--- config.mk ---
export PLATFORM = sky130hd
export DESIGN_NAME = i2s_dac_receiver_flat
export DESIGN_NICKNAME = d
export VERILOG_FILES = /design/src/rtl/i2s_dac_receiver_pkg.sv /design/src/rtl/i2s_dac_receiver_if.sv /design/src/rtl/i2s_dac_receiver_sync_edge_detect.sv /design/src/rtl/i2s_dac_receiver.sv /design/src/flat_wrapper.sv
export SDC_FILE = /design/constraint.sdc
export NUM_CORES = 1
export LEC_CHECK = 0
export BUFFER_PORTS_ARGS = -buffer_cell sky130_fd_sc_hd__buf_4
export CORE_MARGIN = 1
export CORE_UTILIZATION = 53
export DETAILED_ROUTE_END_ITERATION = 8
export MAX_ROUTING_LAYER = met4
export PLACE_DENSITY = 0.76
export SLEW_MARGIN = 15
export SYNTH_ARGS = -nofsm -noshare
export SYNTH_HDL_FRONTEND = slang
export SYNTH_SLANG_ARGS = --single-unit
--- constraint.sdc ---
create_clock -name clk -period 2.5 [get_ports clk]
set_input_delay 0.75 -clock clk [delete_from_list [all_inputs] [get_ports clk]]
set_output_delay 0.75 -clock clk [all_outputs]
set_load 0.01 [all_outputs]
--- src/rtl/i2s_dac_receiver_pkg.sv ---
// i2s_dac_receiver_pkg: shared FSM encoding, channel indices and default word width
package i2s_dac_receiver_pkg;
  localparam int SAMPLE_WIDTH_DEF = 16;
  localparam int CH_LEFT = 0;
  localparam int CH_RIGHT = 1;
  localparam logic [1:0] ST_IDLE = 2'd0;
  localparam logic [1:0] ST_SHIFT = 2'd1;
  localparam logic [1:0] ST_WAIT = 2'd2;
endpackage

--- src/rtl/i2s_dac_receiver_if.sv ---
// i2s_dac_receiver_if: DAC serial triple (bclk bit clock, lrck word select, sdata serial data)
interface i2s_dac_receiver_if;
  logic bclk;
  logic lrck;
  logic sdata;
  modport master (output bclk, lrck, sdata);
  modport slave (input bclk, lrck, sdata);
endinterface

--- src/rtl/i2s_dac_receiver_sync_edge_detect.sv ---
// i2s_dac_receiver_sync_edge_detect: STAGES-flop synchronizer; ports clk, reset (async active-low), d in, q synced out, rise one-clk pulse on q 0->1
module i2s_dac_receiver_sync_edge_detect #(
  parameter int STAGES = 2
) (
  input  logic clk,
  input  logic reset,
  input  logic d,
  output logic q,
  output logic rise
);
  logic [STAGES-1:0] s;
  logic p;
  always_ff @(posedge clk or negedge reset)
    if (!reset) begin
      s <= '0;
      p <= 1'b0;
    end else begin
      s <= STAGES'({s, d});
      p <= s[STAGES-1];
    end
  assign q = s[STAGES-1];
  assign rise = q & ~p;
endmodule

--- src/rtl/i2s_dac_receiver.sv ---
// i2s_dac_receiver: oversampling DAC-stream deserializer; ports clk, reset (async active-low), enable, bus (bclk/lrck/sdata), clear_error, left_sample, right_sample, sample_valid (bit0 left, bit1 right), frame_error (sticky)
module i2s_dac_receiver
  import i2s_dac_receiver_pkg::*;
#(
  parameter int SAMPLE_WIDTH = SAMPLE_WIDTH_DEF,
  parameter int I2S_DELAY = 1,
  parameter int SYNC_STAGES = 2
) (
  input  logic                    clk,
  input  logic                    reset,
  input  logic                    enable,
  i2s_dac_receiver_if.slave       bus,
  input  logic                    clear_error,
  output logic [SAMPLE_WIDTH-1:0] left_sample,
  output logic [SAMPLE_WIDTH-1:0] right_sample,
  output logic [1:0]              sample_valid,
  output logic                    frame_error
);
  localparam int CW = $clog2(SAMPLE_WIDTH + 1);
  logic bclk_s, rise, lrck_s, sdata_s, lrck_rise_unused, sdata_rise_unused;
  logic [1:0] state;
  logic [CW-1:0] cnt;
  logic [SAMPLE_WIDTH-1:0] sh, sh_next;
  logic ch, last_lrck, boundary;
  i2s_dac_receiver_sync_edge_detect #(.STAGES(SYNC_STAGES)) u_bclk (
    .clk(clk), .reset(reset), .d(bus.bclk), .q(bclk_s), .rise(rise));
  i2s_dac_receiver_sync_edge_detect #(.STAGES(SYNC_STAGES)) u_lrck (
    .clk(clk), .reset(reset), .d(bus.lrck), .q(lrck_s), .rise(lrck_rise_unused));
  i2s_dac_receiver_sync_edge_detect #(.STAGES(SYNC_STAGES)) u_sdata (
    .clk(clk), .reset(reset), .d(bus.sdata), .q(sdata_s), .rise(sdata_rise_unused));
  always_comb begin
    boundary = rise && bclk_s && (lrck_s != last_lrck);
    sh_next = {sh[SAMPLE_WIDTH-2:0], sdata_s};
  end
  always_ff @(posedge clk or negedge reset)
    if (!reset) begin
      left_sample <= '0;
      right_sample <= '0;
      sample_valid <= 2'b00;
      frame_error <= 1'b0;
      state <= ST_IDLE;
      cnt <= '0;
      sh <= '0;
      ch <= 1'b0;
      last_lrck <= 1'b0;
    end else begin
      sample_valid <= 2'b00;
      if (rise) last_lrck <= lrck_s;
      if (clear_error) frame_error <= 1'b0;
      if (!enable) begin
        state <= ST_IDLE;
        cnt <= '0;
      end else if (boundary) begin
        // SHIFT always holds a partial word, so a boundary there is a short frame
        if (state == ST_SHIFT) frame_error <= 1'b1;
        state <= ST_SHIFT;
        ch <= lrck_s;
        sh <= SAMPLE_WIDTH'(I2S_DELAY != 0 ? 1'b0 : sdata_s);
        cnt <= CW'(I2S_DELAY == 0);
      end else if (rise && state == ST_SHIFT) begin
        sh <= sh_next;
        cnt <= cnt + CW'(1);
        if (cnt == CW'(SAMPLE_WIDTH - 1)) begin
          state <= ST_WAIT;
          sample_valid[ch ? CH_RIGHT : CH_LEFT] <= 1'b1;
          if (ch) right_sample <= sh_next;
          else left_sample <= sh_next;
        end
      end
    end
endmodule
--- src/flat_wrapper.sv ---
// flat-port wrapper written by rule: the top's interface ports become plain ports
module i2s_dac_receiver_flat import i2s_dac_receiver_pkg::*;
#(
  parameter int SAMPLE_WIDTH = SAMPLE_WIDTH_DEF,
  parameter int I2S_DELAY = 1,
  parameter int SYNC_STAGES = 2
)
  (clk, reset, enable, clear_error, left_sample, right_sample, sample_valid, frame_error, bus_bclk, bus_lrck, bus_sdata);
  i2s_dac_receiver_if bus_i ();
  input  logic clk;
  input  logic reset;
  input  logic enable;
  input  logic clear_error;
  output logic [SAMPLE_WIDTH-1:0] left_sample;
  output logic [SAMPLE_WIDTH-1:0] right_sample;
  output logic [1:0] sample_valid;
  output logic frame_error;
  input wire logic [$bits(bus_i.bclk)-1:0] bus_bclk;
  input wire logic [$bits(bus_i.lrck)-1:0] bus_lrck;
  input wire logic [$bits(bus_i.sdata)-1:0] bus_sdata;
  assign bus_i.bclk = bus_bclk;
  assign bus_i.lrck = bus_lrck;
  assign bus_i.sdata = bus_sdata;
  i2s_dac_receiver #(.SAMPLE_WIDTH(SAMPLE_WIDTH), .I2S_DELAY(I2S_DELAY), .SYNC_STAGES(SYNC_STAGES)) u_core (.clk(clk), .reset(reset), .enable(enable), .bus(bus_i), .clear_error(clear_error), .left_sample(left_sample), .right_sample(right_sample), .sample_valid(sample_valid), .frame_error(frame_error));
endmodule
== Word-level counts from Yosys, hierarchy flattened ==
Index checks and enable logic that the tools add are counted.

* Register bits after elaboration: 66
* Word-level logic and storage cells: 55

* Add/sub/neg operators: 1
* Order comparisons: 2
* Reduce and logical (&&, ||, !) cells: 10
* Multiplexer cells: 20
* Bitwise logic cells: 4
* Eq/ne operators: 5

{| class="wikitable"
|+ Operators with widths
! cell !! count
|-
| 32-bit by 1-bit >= comparator with 1-bit output (second input constant) || 1
|-
| 32-bit by 3-bit < comparator with 1-bit output (second input constant) || 1
|-
| 15-bit 2-to-1 mux || 2
|-
| 2-bit 2-to-1 mux || 8
|-
| 5-bit 2-to-1 mux || 3
|-
| 5-bit AND reduction || 2
|-
| 1-bit 2-to-1 mux || 6
|-
| 3-bit by 1-bit inequality test with 1-bit output (second input constant) || 2
|-
| 2-bit AND reduction || 3
|-
| 5-bit by 1-bit adder with 5-bit output (second input constant) || 1
|-
| 5-bit by 4-bit equality test with 1-bit output (second input constant) || 1
|-
| 1-bit logical AND || 4
|-
| 1-bit NOT || 3
|-
| 2-bit by 1-bit equality test with 1-bit output (second input constant) || 1
|-
| 2-bit nonzero test || 1
|-
| 1-bit AND || 1
|-
| 1-bit demux with 1-bit select || 1
|-
| 1-bit inequality test || 1
|}

== Depth between registers and ports, before layout ==
Gate-level depths: netlist of run 1.

* Word-level depth: 9
* Mapped depth: 8
* Depth with buffers taken out: 6

== Hierarchy ==
From an unflattened synthesis of run 1, not the netlist that was laid out.

* Cell total of the unflattened synthesis: 162
* Area, all modules: 2,580.0 µm²

{| class="wikitable"
|+ By module, submodules not included
! module !! area each (µm²) !! cells each !! times used
|-
| i2s_dac_receiver || 2,313.5 || 150 || 1
|-
| i2s_dac_receiver_sync_edge_detect || 88.8 || 4 || 3
|}

== Worst setup path before layout of run 1 ==
OpenSTA, ideal clock, no wires.

* Path kind: input port to flip-flop
* Start: in enable
* End: reg u_core.right_sample[10]
* Cell stages on the path: 6
* Data required time: 2.375 ns
* Library setup time: 0.125 ns
* Buffers on the path: 3
* Data arrival time: 2.035 ns
* Setup slack: 0.340 ns
* Path through: buf_4 nand4b_1 or4_1 buf_4 buf_8 mux2_4

* Longest elaborated chain between the ends: 1

{| class="wikitable"
|+ RTL lines
! what !! line !! RTL
|-
| start: declaration || flat_wrapper.sv:12 || <nowiki>input logic enable;</nowiki>
|-
| 5-bit AND reduction (no source line) || - ||
|-
| end signal: assignment || i2s_dac_receiver.sv:66 || <nowiki>if (ch) right_sample <= sh_next;</nowiki>
|-
| end: declaration || i2s_dac_receiver.sv:15 || <nowiki>output logic [SAMPLE_WIDTH-1:0] right_sample,</nowiki>
|}

Every way passes these cells.
A chain may end at the register's enable or synchronous reset.

== Worst setup path in the final report of run 1 ==
* Start: reg u_core.cnt[0]
* End: reg u_core.right_sample[10]

* Longest elaborated chain between the ends: 2

{| class="wikitable"
|+ RTL lines
! what !! line !! RTL
|-
| start: declaration || i2s_dac_receiver.sv:22 || <nowiki>logic [CW-1:0] cnt;</nowiki>
|-
| start signal: assignment || i2s_dac_receiver.sv:59 || <nowiki>cnt <= CW'(I2S_DELAY == 0);</nowiki>
|-
| start signal: assignment || i2s_dac_receiver.sv:62 || <nowiki>cnt <= cnt + CW'(1);</nowiki>
|-
| 5-bit by 4-bit equality test with 1-bit output || i2s_dac_receiver.sv:63 || <nowiki>if (cnt == CW'(SAMPLE_WIDTH - 1)) begin</nowiki>
|-
| 5-bit AND reduction (no source line) || - ||
|}

Every way passes these cells.

==> results.txt, run 1 <==
clock slew at the register clock pins of the worst setup and hold paths -> 60 ps
total number of nets in the final design -> 226
CTS sink cnt -> 66
detailed-router iteration count before antenna repair -> 6
Area growth, synth to finish -> 20.93%
Routed Antenna Nets -> 0
crit-path cells -> ha_1 -> and3_1 -> ha_1 -> nand4b_1 -> or4_1 -> buf_4 -> mux2_4
Antenna Diode Count -> 0
overall die area -> 0.005097 mm²
net count after synthesis -> 178
setup slack of the most critical reg-to-reg path -> 240 ps
synthesis warning total -> 0
Die W -> 71.40 µm
final critical-path share of the clock period -> 90.49%
cts hold-fix bufs -> 0
arrival time at the worst endpoint -> 2480 ps
placer's final routability congestion estimate -> 0.9105
run status -> finished with violations
kind of critical path -> flop to flop
crit-path leading delay family -> simple AND/OR/NAND/NOR gates
Critical Path Most Common Cell -> sky130_fd_sc_hd__ha_1
cell types with the largest area share after synthesis -> sky130_fd_sc_hd__dfrtp_1, sky130_fd_sc_hd__mux2_2, sky130_fd_sc_hd__mux2_4, sky130_fd_sc_hd__a22o_1, sky130_fd_sc_hd__nand2_1
GRT overflow -> 0
sum of negative setup slack -> 0 ps
post-CTS sizing -> 0
biggest fanout along the worst timing path -> 16
total count of hold-check failures in the final report -> 0
WP depth -> 7
share of the core filled with cells -> 68.53%
number of pins with negative max-slew slack in the final report -> 0
kind of start point of the critical path -> flop
Iteration-0 DRC Markers -> 107
minimum clock period -> 2262 ps
capturing element type of the critical path -> flop
critical register-to-register path endpoint -> u_core.right_sample[10]$_DFFE_PN0P_
leading cell type by number of instances after synthesis -> sky130_fd_sc_hd__dfrtp_1
kind of path behind the tightest hold check -> flop to flop
Clock Skew -> 7.359 ps
initial standard-cell utilization of the core -> 56.67%
maximum number of pins on one net before global-route repair -> 67
Worst Path Required -> 2720 ps
Final WS setup -> 237.7 ps
slew of the pin with the lowest slew margin -> 786.9 ps
worst hold path stage count -> 0
height of the chip -> 71.40 µm
Place WS -> 260.8 ps
Yosys cell types -> 35
number of antenna violations at the first check in global routing -> 0
share of layout cells above drive strength 1 -> 42.08%
post-synthesis cell type with the largest combined area -> sky130_fd_sc_hd__dfrtp_1
IR drop worst, VDD -> 0.4452 mV
Worst path slowest cell -> sky130_fd_sc_hd__or4_1
CTS Buf Count -> 9
cells after synthesis -> 169
wire length per cell -> 16.34 µm
routed wire length -> 4.461 mm
setup repair after global routing missed its margin -> false
max-cap viol count -> 0
number of I/O pins -> 42
synthesized area -> 0.002552 mm²
number of synthesized register bits -> 66
latest clock arrival within the worst-skew pair -> 330 ps
number of input and output port buffers inserted -> 41
Lkg Pwr -> 1.601 nW
final count of negative-setup-slack endpoints -> 0
critical hold path startpoint -> u_core.u_lrck.s[0]$_DFF_PN0_
total number of vias -> 1517
Worst R2R Start -> u_core.cnt[0]$_DFFE_PN0P_
area fraction of the dominant cell type after synthesis -> 64.71%
half-perimeter wire length of the detailed placement result -> 2.812 mm
relative max-transition margin -> 47.54%
sequential share of the synthesized area -> 64.71%
violations in the final reports -> design-rule violations
Main synth FF type -> sky130_fd_sc_hd__dfrtp_1
total number of H-tree levels -> 3
clock buffer depth -> 2
GRT Resource Usage Total -> 21.04%
worst-case hold path end point -> u_core.u_lrck.s[1]$_DFF_PN0_
Synth async-reset ratio -> 100.0%
first-pass GRT wire length -> 7.652 mm
total power -> 2.013 mW
Post-synth EDFFs -> 0
number of placement rows -> 24
core region area -> 0.004504 mm²
delay of the slowest cell on the worst path -> 430 ps
number of vias per cell -> 5.557
power density over the cells -> 652.2 mW/mm²
number of buffers inserted to repair setup after CTS -> 0
Clock Root Buffer -> sky130_fd_sc_hd__clkbuf_8
timing-limited maximum frequency -> 442.0 MHz
leading cell types by count after synthesis -> sky130_fd_sc_hd__dfrtp_1, sky130_fd_sc_hd__mux2_2, sky130_fd_sc_hd__a22o_1, sky130_fd_sc_hd__mux2_4, sky130_fd_sc_hd__nand2_1
mean cell area of the mapped netlist -> 15.10 µm²
number of buffers and inverters on the critical path -> 1
post-detailed-route DRC marker count -> 5
vias in the first global route -> 1534
CTS tree -> built
R2R cell count -> 7
## routing by layer
metal / global-route usage, % / share of wire (%) / up-vias
met4: 10.00 / 1.1 / 0
met2: 29.84 / 48 / 37
li1: - / - / 705
met5: - / 0 / -
met1: 27.35 / 47 / 767
met3: 7.173 / 4.7 / 8
## report_power, final
part	switching, mW	internal (mW)
clock network	0.355	0.479
registers	0.0174	1.09
logic	0.0496	0.0269
## area by class of cell
| type | instances | area, µm² |
|---|---|---|
| Sequential cell | 66 | 1652 |
| Tap cell | 52 | 65.06 |
| Clock inverter | 3 | 40.04 |
| Multi-Input combinational cell | 91 | 834.6 |
| Timing Repair Buffer | 45 | 335.3 |
| Inverter | 4 | 15.01 |
| Fill cell | 330 | 1418 |
| Clock buffer | 12 | 145.1 |
## placed cells by master (no fill, tap or decap), types with 2 or more instances in the layout
cell | Yosys | layout
sky130_fd_sc_hd__a21oi_1 | 4 | 4
sky130_fd_sc_hd__a22o_1 | 15 | 15
sky130_fd_sc_hd__buf_4 | 2 | 44
sky130_fd_sc_hd__clkbuf_1 | 3 | 2
sky130_fd_sc_hd__clkbuf_8 | 0 | 10
sky130_fd_sc_hd__clkinv_2 | 0 | 2
sky130_fd_sc_hd__dfrtp_1 | 66 | 66
sky130_fd_sc_hd__ha_1 | 2 | 2
sky130_fd_sc_hd__inv_1 | 4 | 4
sky130_fd_sc_hd__mux2_2 | 22 | 22
sky130_fd_sc_hd__mux2_4 | 10 | 10
sky130_fd_sc_hd__nand2_1 | 7 | 7
sky130_fd_sc_hd__nor2_1 | 4 | 4
sky130_fd_sc_hd__nor2b_1 | 2 | 2
sky130_fd_sc_hd__o21ai_0 | 3 | 3
sky130_fd_sc_hd__or3_1 | 2 | 2
sky130_fd_sc_hd__xnor2_1 | 2 | 2
## state kept, by name (all words and copies together), names as in the netlist
signal               cells
u_core.left_sample      16
u_core.right_sample     16
u_core.sh               15
u_core.cnt               5
u_core.sample_valid      2
u_core.state             2
u_core.u_bclk.s          2
u_core.u_lrck.s          2
u_core.u_sdata.s         2
u_core.ch                1
u_core.frame_error       1
u_core.last_lrck         1
u_core.u_bclk.p          1
## metrics by stage
stage,hold slack [ps],instance area [µm²],std cells
6_report,355.5,3087,273
3_5_place_dp,337.9,2897,257
3_3_place_gp,332.6,2897,257
2_1_floorplan,331.2,2552,169
5_1_grt,358.6,3087,273
4_1_cts,354.6,3082,272
## cell families (layout without fill, tap and decap cells)
group                      Yosys count  in the layout  share of synthesized area [%]
xor gates and xnor gates             3              3                          1.030
DFF                                 66             66                          64.71
muxes                               32             32                          15.59
AOI/OAI and AO/OA                   29             29                          8.677
and+or+nand+nor                     25             25                          6.421
buffers and inverters               12             64                          2.598
adders and majority gates            2              2                         0.9802
## worst reg2reg max path: cells and delay by family, from the launching register on
family,cells,cell delay (ps)
buffers and inverters,1,240
adder cells (fa/ha/maj),2,390
flip-flops,1,410
multiplexers,1,330
AND/OR/NAND/NOR,3,780
## worst max path at each step
| stage | startpoint | to | slack [ps] |
|---|---|---|---|
| global route | u_core.cnt[0]$_DFFE_PN0P_ | u_core.right_sample[6]$_DFFE_PN0P_ | 70 |
| global placement | u_core.cnt[0]$_DFFE_PN0P_ | u_core.right_sample[6]$_DFFE_PN0P_ | 340 |
| finish | u_core.cnt[0]$_DFFE_PN0P_ | u_core.right_sample[10]$_DFFE_PN0P_ | 240 |
| floorplan | enable | u_core.right_sample[10]$_DFFE_PN0P_ | 340 |
| CTS | u_core.cnt[0]$_DFFE_PN0P_ | u_core.right_sample[10]$_DFFE_PN0P_ | 230 |
| detailed placement | u_core.cnt[0]$_DFFE_PN0P_ | u_core.right_sample[6]$_DFFE_PN0P_ | 260 |
(Power assumes the default switching activity.)
==> inputs of run 2 (changes only) <==
- CORE_ASPECT_RATIO: not set -> 0.75
- CTS_BUF_LIST: not set -> sky130_fd_sc_hd__clkbuf_16
- SKIP_CTS_REPAIR_TIMING: not set -> 1
==> run 2 against run 1 <==
Net effect: register-to-register slack about the same; global-route usage increased by 1.2 points; count of clock-buffer cells in the layout decreased by 3; flip-flop and latch count unchanged; largest cell class unchanged; critical path depth unchanged; the flow now finishes without violations.
==> results.txt, run 2 (same netlist as run 1, synthesis figures left out) <==
critical register-to-register path endpoint -> u_core.right_sample[12]$_DFFE_PN0P_ (was u_core.right_sample[10]$_DFFE_PN0P_)
critical path endpoint -> u_core.right_sample[12]$_DFFE_PN0P_ (was u_core.right_sample[10]$_DFFE_PN0P_)
overall die area -> 0.005100 mm² (was 0.005097 mm²)
Flop pwr share -> 47.3% (was 54.8%)
IR drop worst, VDD -> 0.5585 mV (was 0.4452 mV)
total number of vias -> 1553 (was 1517)
Critical Path Most Common Cell -> sky130_fd_sc_hd__ha_1 (unchanged)
GRT Resource Usage Total -> 22.19% (was 21.04%)
kind of path behind the tightest hold check -> flop to flop (unchanged)
routed wire length -> 4.692 mm (was 4.461 mm)
final count of negative-setup-slack endpoints -> 0 (unchanged)
GRT overflow -> 0 (unchanged)
Int Power -> 1.863 mW (was 1.591 mW)
number of pins with negative max-slew slack in the final report -> 0 (unchanged)
worst hold slack -> 350.9 ps (was 355.5 ps)
Worst path slowest cell -> sky130_fd_sc_hd__or4_1 (unchanged)
placer's final routability congestion estimate -> 0.7238 (was 0.9105)
wire length per cell -> 16.88 µm (was 16.34 µm)
slew of the pin with the lowest slew margin -> 782.1 ps (was 786.9 ps)
initial standard-cell utilization of the core -> 56.15% (was 56.67%)
worst setup path startpoint -> u_core.cnt[1]$_DFFE_PN0P_ (was u_core.cnt[0]$_DFFE_PN0P_)
sequential cell area -> 0.001652 mm² (unchanged)
minimum clock period -> 2253 ps (was 2262 ps)
clock buffer depth -> 2 (unchanged)
final critical-path share of the clock period -> 90.14% (was 90.49%)
proportion of power drawn by the clock network -> 49.5% (was 41.4%)
Finished Cell Area -> 0.003186 mm² (was 0.003087 mm²)
net switching fraction of the power -> 20.39% (was 20.97%)
Lkg Pwr -> 1.645 nW (was 1.601 nW)
Placed Area -> 0.002903 mm² (was 0.002897 mm²)
vias in the first global route -> 1632 (was 1534)
crit-path cells -> ha_1 -> and3_1 -> ha_1 -> nand4b_1 -> or4_1 -> buf_4 -> mux2_4 (unchanged)
first-pass GRT wire length -> 7.955 mm (was 7.652 mm)
detailed-router iteration count before antenna repair -> 4 (was 6)
Final WS setup -> 246.5 ps (was 237.7 ps)
number of placement rows -> 21 (was 24)
number of fillers in the final layout -> 311 (was 330)
capturing element type of the critical path -> flop (unchanged)
maximum number of pins on one net before global-route repair -> 67 (unchanged)
crit-path leading delay family -> simple AND/OR/NAND/NOR gates (unchanged)
kind of critical path -> flop to flop (unchanged)
largest registers in the final layout -> u_core.left_sample (16), u_core.right_sample (16), u_core.sh (15) (unchanged)
core region area -> 0.004546 mm² (was 0.004504 mm²)
total count of hold-check failures in the final report -> 0 (unchanged)
setup slack of the most critical reg-to-reg path -> 250 ps (was 240 ps)
Antenna Diode Count -> 0 (unchanged)
timing-limited maximum frequency -> 443.8 MHz (was 442.0 MHz)
Place WS -> 282.3 ps (was 260.8 ps)
WP depth -> 7 (unchanged)
Clock Skew -> 5.465 ps (was 7.359 ps)
max-cap viol count -> 0 (unchanged)
number of I/O pins -> 42 (unchanged)
relative max-transition margin -> 47.86% (was 47.54%)
arrival time at the worst endpoint -> 2450 ps (was 2480 ps)
run status -> completed (was finished with violations)
total power -> 2.339 mW (was 2.013 mW)
CTS sink cnt -> 66 (unchanged)
multi-input combinational cell area -> 834.6 µm² (unchanged)
total number of H-tree levels -> 3 (unchanged)
Routed Antenna Nets -> 0 (unchanged)
Area growth, synth to finish -> 24.80% (was 20.93%)
kind of start point of the critical path -> flop (unchanged)
delay of the slowest cell on the worst path -> 430 ps (about the same)
biggest fanout along the worst timing path -> 16 (unchanged)
share of layout cells above drive strength 1 -> 41.18% (was 42.08%)
sum of negative setup slack -> 0 ps (unchanged)
critical hold path startpoint -> u_core.u_sdata.s[0]$_DFF_PN0_ (was u_core.u_lrck.s[0]$_DFF_PN0_)
setup repair after global routing missed its margin -> false (unchanged)
Final Non-Filler Cells -> 278 (was 273)
height of the chip -> 62.10 µm (was 71.40 µm)
Die W -> 82.13 µm (was 71.40 µm)
CTS Buf Count -> 9 (unchanged)
post-detailed-route DRC marker count -> 0 (was 5)
most common cell after layout, fill and taps aside -> sky130_fd_sc_hd__dfrtp_1 (unchanged)
number of input and output port buffers inserted -> 41 (unchanged)
post-placement cell count -> 262 (was 257)
power density over the cells -> 734.4 mW/mm² (was 652.2 mW/mm²)
Iteration-0 DRC Markers -> 110 (was 107)
number of vias per cell -> 5.586 (was 5.557)
Worst R2R Start -> u_core.cnt[1]$_DFFE_PN0P_ (was u_core.cnt[0]$_DFFE_PN0P_)
Comb pwr share -> 3.2% (was 3.8%)
number of antenna violations at the first check in global routing -> 0 (unchanged)
clock slew at the register clock pins of the worst setup and hold paths -> 50 ps (was 60 ps)
share of the core filled with cells -> 70.08% (was 68.53%)
total number of nets in the final design -> 226 (unchanged)
Clock Root Buffer -> sky130_fd_sc_hd__clkbuf_16 (was sky130_fd_sc_hd__clkbuf_8)
most frequent cells in the layout -> sky130_fd_sc_hd__dfrtp_1, sky130_fd_sc_hd__buf_4, sky130_fd_sc_hd__mux2_2, sky130_fd_sc_hd__a22o_1, sky130_fd_sc_hd__mux2_4 (was sky130_fd_sc_hd__dfrtp_1, sky130_fd_sc_hd__buf_4, sky130_fd_sc_hd__mux2_2, sky130_fd_sc_hd__a22o_1)
latest clock arrival within the worst-skew pair -> 320 ps (was 330 ps)
half-perimeter wire length of the detailed placement result -> 2.967 mm (was 2.812 mm)
Worst Path Required -> 2700 ps (was 2720 ps)
number of buffers and inverters on the critical path -> 1 (unchanged)
net switching power -> 0.4769 mW (was 0.4221 mW)
R2R cell count -> 7 (unchanged)
CTS tree -> built (unchanged)
[run 2: changes by cell type in the layout (fill, tap and decap cells not counted)]
cell	before	now
sky130_fd_sc_hd__clkbuf_8	10	0
sky130_fd_sc_hd__buf_2	1	0
sky130_fd_sc_hd__inv_1	4	5
sky130_fd_sc_hd__clkbuf_16	0	9
sky130_fd_sc_hd__clkinv_1	0	3
sky130_fd_sc_hd__buf_4	44	45
sky130_fd_sc_hd__clkinv_2	2	1
sky130_fd_sc_hd__clkbuf_1	2	0
[run 2: worst min path at each step]
stage	to	slack [ps]	cells past startpoint
floorplan	u_core.u_bclk.s[1]$_DFF_PN0_	330	0
global placement	u_core.u_bclk.s[1]$_DFF_PN0_	340	0
detailed placement	u_core.u_sdata.s[1]$_DFF_PN0_	340	0
CTS	u_core.u_sdata.s[1]$_DFF_PN0_	360	0
global route	u_core.u_sdata.s[1]$_DFF_PN0_	360	0
finish	u_core.u_sdata.s[1]$_DFF_PN0_	350	0
[run 2: power by group through the flow]
stage / logic [mW] / clock network, mW / registers [mW]
after floorplan: 0.0420 / 0 / 1.12
after global placement: 0.0724 / 0 / 1.12
after detailed placement: 0.0760 / 0 / 1.12
after CTS: 0.0770 / 1.17 / 1.11
after global routing: 0.0876 / 1.22 / 1.11
final: 0.0759 / 1.16 / 1.11
[run 2: worst register-to-register path: stages (launching register included)]
cell	delay, ps
sky130_fd_sc_hd__dfrtp_1	390
sky130_fd_sc_hd__ha_1	180
sky130_fd_sc_hd__and3_1	160
sky130_fd_sc_hd__ha_1	200
sky130_fd_sc_hd__nand4b_1	200
sky130_fd_sc_hd__or4_1	430
sky130_fd_sc_hd__buf_4	240
sky130_fd_sc_hd__mux2_4	330
[run 2: cell type report]
type | instances | share of cell area [%]
Clock buffer | 9 | 7.070
Multi-Input combinational cell | 91 | 26.20
Timing Repair Buffer | 45 | 10.60
Inverter | 4 | 0.4713
Sequential cell | 66 | 51.85
Tap cell | 57 | 2.239
Clock inverter | 6 | 1.571
[run 2: metal layers]
layer / part of all wire, % / track usage (%) / vias to the layer above
met5: 0 / - / -
met4: 1.8 / 7.895 / 0
met3: 4.8 / 8.382 / 11
met2: 47 / 31.71 / 41
met1: 47 / 28.98 / 792
li1: - / - / 709
==> inputs of run 3 (changes only) <==
- REMOVE_ABC_BUFFERS: not set -> 1
==> run 3 against run 2 <==
Net effect: fmax rose by 1.7%; largest cell class unchanged; global-route usage down 0.47 points; sequential share of layout area is 1.4 points lower; combinational power hardly changed; final cell count rose by 0.36%; sequential power about the same; count of clock-buffer cells in the layout is the same; largest power group unchanged; first-iteration DRC count is 47% lower; core utilization up 2.0 points.
==> results.txt, run 3 (same netlist as run 1, synthesis figures left out) <==
run status -> completed (unchanged)
height of the chip -> 62.10 µm (unchanged)
share of the core filled with cells -> 72.06% (was 70.08%)
slew of the pin with the lowest slew margin -> 1138 ps (was 782.1 ps)
GRT overflow -> 0 (unchanged)
Iteration-0 DRC Markers -> 58 (was 110)
routed wire length -> 4.615 mm (was 4.692 mm)
setup slack of the most critical reg-to-reg path -> 280 ps (was 250 ps)
number of placement rows -> 21 (unchanged)
largest registers in the final layout -> u_core.left_sample (16), u_core.right_sample (16), u_core.sh (15) (unchanged)
number of pins with negative max-slew slack in the final report -> 0 (unchanged)
share of layout cells above drive strength 1 -> 42.79% (was 41.18%)
clock slew at the register clock pins of the worst setup and hold paths -> 50 ps (about the same)
CTS sink cnt -> 66 (unchanged)
maximum number of pins on one net before global-route repair -> 67 (unchanged)
total count of hold-check failures in the final report -> 0 (unchanged)
most common cell after layout, fill and taps aside -> sky130_fd_sc_hd__dfrtp_1 (unchanged)
Worst Path Required -> 2710 ps (was 2700 ps)
setup repair after global routing missed its margin -> false (unchanged)
capturing element type of the critical path -> flop (unchanged)
Die W -> 82.13 µm (unchanged)
kind of start point of the critical path -> flop (unchanged)
sum of negative setup slack -> 0 ps (unchanged)
Finished Cell Area -> 0.003276 mm² (was 0.003186 mm²)
Lkg Pwr -> 1.681 nW (was 1.645 nW)
half-perimeter wire length of the detailed placement result -> 2.965 mm (was 2.967 mm)
overall die area -> 0.005100 mm² (unchanged)
final count of negative-setup-slack endpoints -> 0 (unchanged)
Placed Area -> 0.002910 mm² (was 0.002903 mm²)
biggest fanout along the worst timing path -> 16 (unchanged)
arrival time at the worst endpoint -> 2420 ps (was 2450 ps)
max-cap viol count -> 0 (unchanged)
worst setup path startpoint -> u_core.cnt[0]$_DFFE_PN0P_ (was u_core.cnt[1]$_DFFE_PN0P_)
critical register-to-register path endpoint -> u_core.right_sample[14]$_DFFE_PN0P_ (was u_core.right_sample[12]$_DFFE_PN0P_)
kind of critical path -> flop to flop (unchanged)
total number of H-tree levels -> 3 (unchanged)
vias in the first global route -> 1600 (was 1632)
CTS Buf Count -> 9 (unchanged)
timing-limited maximum frequency -> 451.2 MHz (was 443.8 MHz)
Area growth, synth to finish -> 28.33% (was 24.80%)
Final Non-Filler Cells -> 279 (was 278)
initial standard-cell utilization of the core -> 56.15% (unchanged)
final critical-path share of the clock period -> 88.66% (was 90.14%)
number of fillers in the final layout -> 303 (was 311)
R2R cell count -> 7 (unchanged)
relative max-transition margin -> 23.80% (was 47.86%)
minimum clock period -> 2217 ps (was 2253 ps)
Routed Antenna Nets -> 0 (unchanged)
post-detailed-route DRC marker count -> 0 (unchanged)
power density over the cells -> 826.7 mW/mm² (was 734.4 mW/mm²)
most frequent cells in the layout -> sky130_fd_sc_hd__dfrtp_1, sky130_fd_sc_hd__buf_4, sky130_fd_sc_hd__mux2_2, sky130_fd_sc_hd__a22o_1, sky130_fd_sc_hd__mux2_4 (unchanged)
core region area -> 0.004546 mm² (unchanged)
met3 wire len -> 209 µm (was 223 µm)
total number of nets in the final design -> 226 (unchanged)
total number of vias -> 1533 (was 1553)
number of vias per cell -> 5.495 (was 5.586)
CTS tree -> built (unchanged)
number of I/O pins -> 42 (unchanged)
met1 wire length -> 2.093 mm (was 2.194 mm)
placer's final routability congestion estimate -> 0.7802 (was 0.7238)
kind of path behind the tightest hold check -> flop to flop (unchanged)
Worst R2R Start -> u_core.cnt[0]$_DFFE_PN0P_ (was u_core.cnt[1]$_DFFE_PN0P_)
worst hold slack -> 349.0 ps (was 350.9 ps)
GRT Resource Usage Total -> 21.73% (was 22.19%)
number of antenna violations at the first check in global routing -> 0 (unchanged)
clock buffer depth -> 2 (unchanged)
uppermost metal layer occupied by signal nets -> met4 (unchanged)
number of input and output port buffers inserted -> 41 (unchanged)
IR drop worst, VDD -> 0.6368 mV (was 0.5585 mV)
first-pass GRT wire length -> 7.748 mm (was 7.955 mm)
post-placement cell count -> 263 (was 262)
latest clock arrival within the worst-skew pair -> 320 ps (about the same)
Clock Skew -> 5.783 ps (was 5.465 ps)
detailed-router iteration count before antenna repair -> 4 (unchanged)
wire length per cell -> 16.54 µm (was 16.88 µm)
met2 wire length -> 2.254 mm (was 2.188 mm)
Antenna Diode Count -> 0 (unchanged)
Clock Root Buffer -> sky130_fd_sc_hd__clkbuf_16 (unchanged)
critical path endpoint -> u_core.right_sample[14]$_DFFE_PN0P_ (was u_core.right_sample[12]$_DFFE_PN0P_)
## run 3: where the power goes
| group | leakage (nW) | switching [mW] | internal (mW) | total [mW] |
|---|---|---|---|---|
| logic | 0.606 | 0.0492 | 0.0264 | 0.0756 |
| registers | 0.902 | 0.0177 | 1.09 | 1.10 |
| clock network | 0.174 | 0.455 | 1.07 | 1.53 |
| total | 1.68 | 0.522 | 2.19 | 2.71 |
## run 3: per-layer routing
layer  vias to the layer above  global-route usage, %
met3                         7                  9.706
met2                        45                  31.51
met5                         -                      -
li1                        715                      -
met4                         0                  5.921
met1                       766                  27.66
## run 3: area by class of cell
type | instances | area, µm² | share of cell area (%)
inverter | 4 | 15.01 | 0.4584
clock inverter | 7 | 140.1 | 4.278
tap | 57 | 71.32 | 2.177
multi-input combinational | 91 | 834.6 | 25.48
timing repair buffer | 45 | 337.8 | 10.31
clock buffer | 9 | 225.2 | 6.875
sequential | 66 | 1652 | 50.42
## run 3: per-stage QoR
stage	total power, mW	setup WS, ps
2_1_floorplan	1.157	208.4
3_3_place_gp	1.194	376.9
3_5_place_dp	1.198	294.7
4_1_cts	2.734	278.4
5_1_grt	2.805	166.6
6_report	2.708	283.4
## run 3: worst min-delay path by stage
stage                                   from                       endpoint  slack (ps)  depth (start not counted)
5_1_grt         u_core.u_lrck.s[0]$_DFF_PN0_   u_core.u_lrck.s[1]$_DFF_PN0_         360                          0
2_1_floorplan   u_core.u_bclk.s[0]$_DFF_PN0_   u_core.u_bclk.s[1]$_DFF_PN0_         330                          0
6_report       u_core.u_sdata.s[0]$_DFF_PN0_  u_core.u_sdata.s[1]$_DFF_PN0_         350                          0
4_1_cts        u_core.u_sdata.s[0]$_DFF_PN0_  u_core.u_sdata.s[1]$_DFF_PN0_         350                          0
3_5_place_dp    u_core.u_lrck.s[0]$_DFF_PN0_   u_core.u_lrck.s[1]$_DFF_PN0_         340                          0
3_3_place_gp   u_core.u_sdata.s[0]$_DFF_PN0_  u_core.u_sdata.s[1]$_DFF_PN0_         330                          0
## run 3: worst max-delay path, cell delays in order, from the launching register on
cell                       delay, ps
sky130_fd_sc_hd__dfrtp_1         380
sky130_fd_sc_hd__ha_1            170
sky130_fd_sc_hd__and3_1          160
sky130_fd_sc_hd__ha_1            210
sky130_fd_sc_hd__nand4b_1        190
sky130_fd_sc_hd__or4_1           430
sky130_fd_sc_hd__buf_4           240
sky130_fd_sc_hd__mux2_4          330
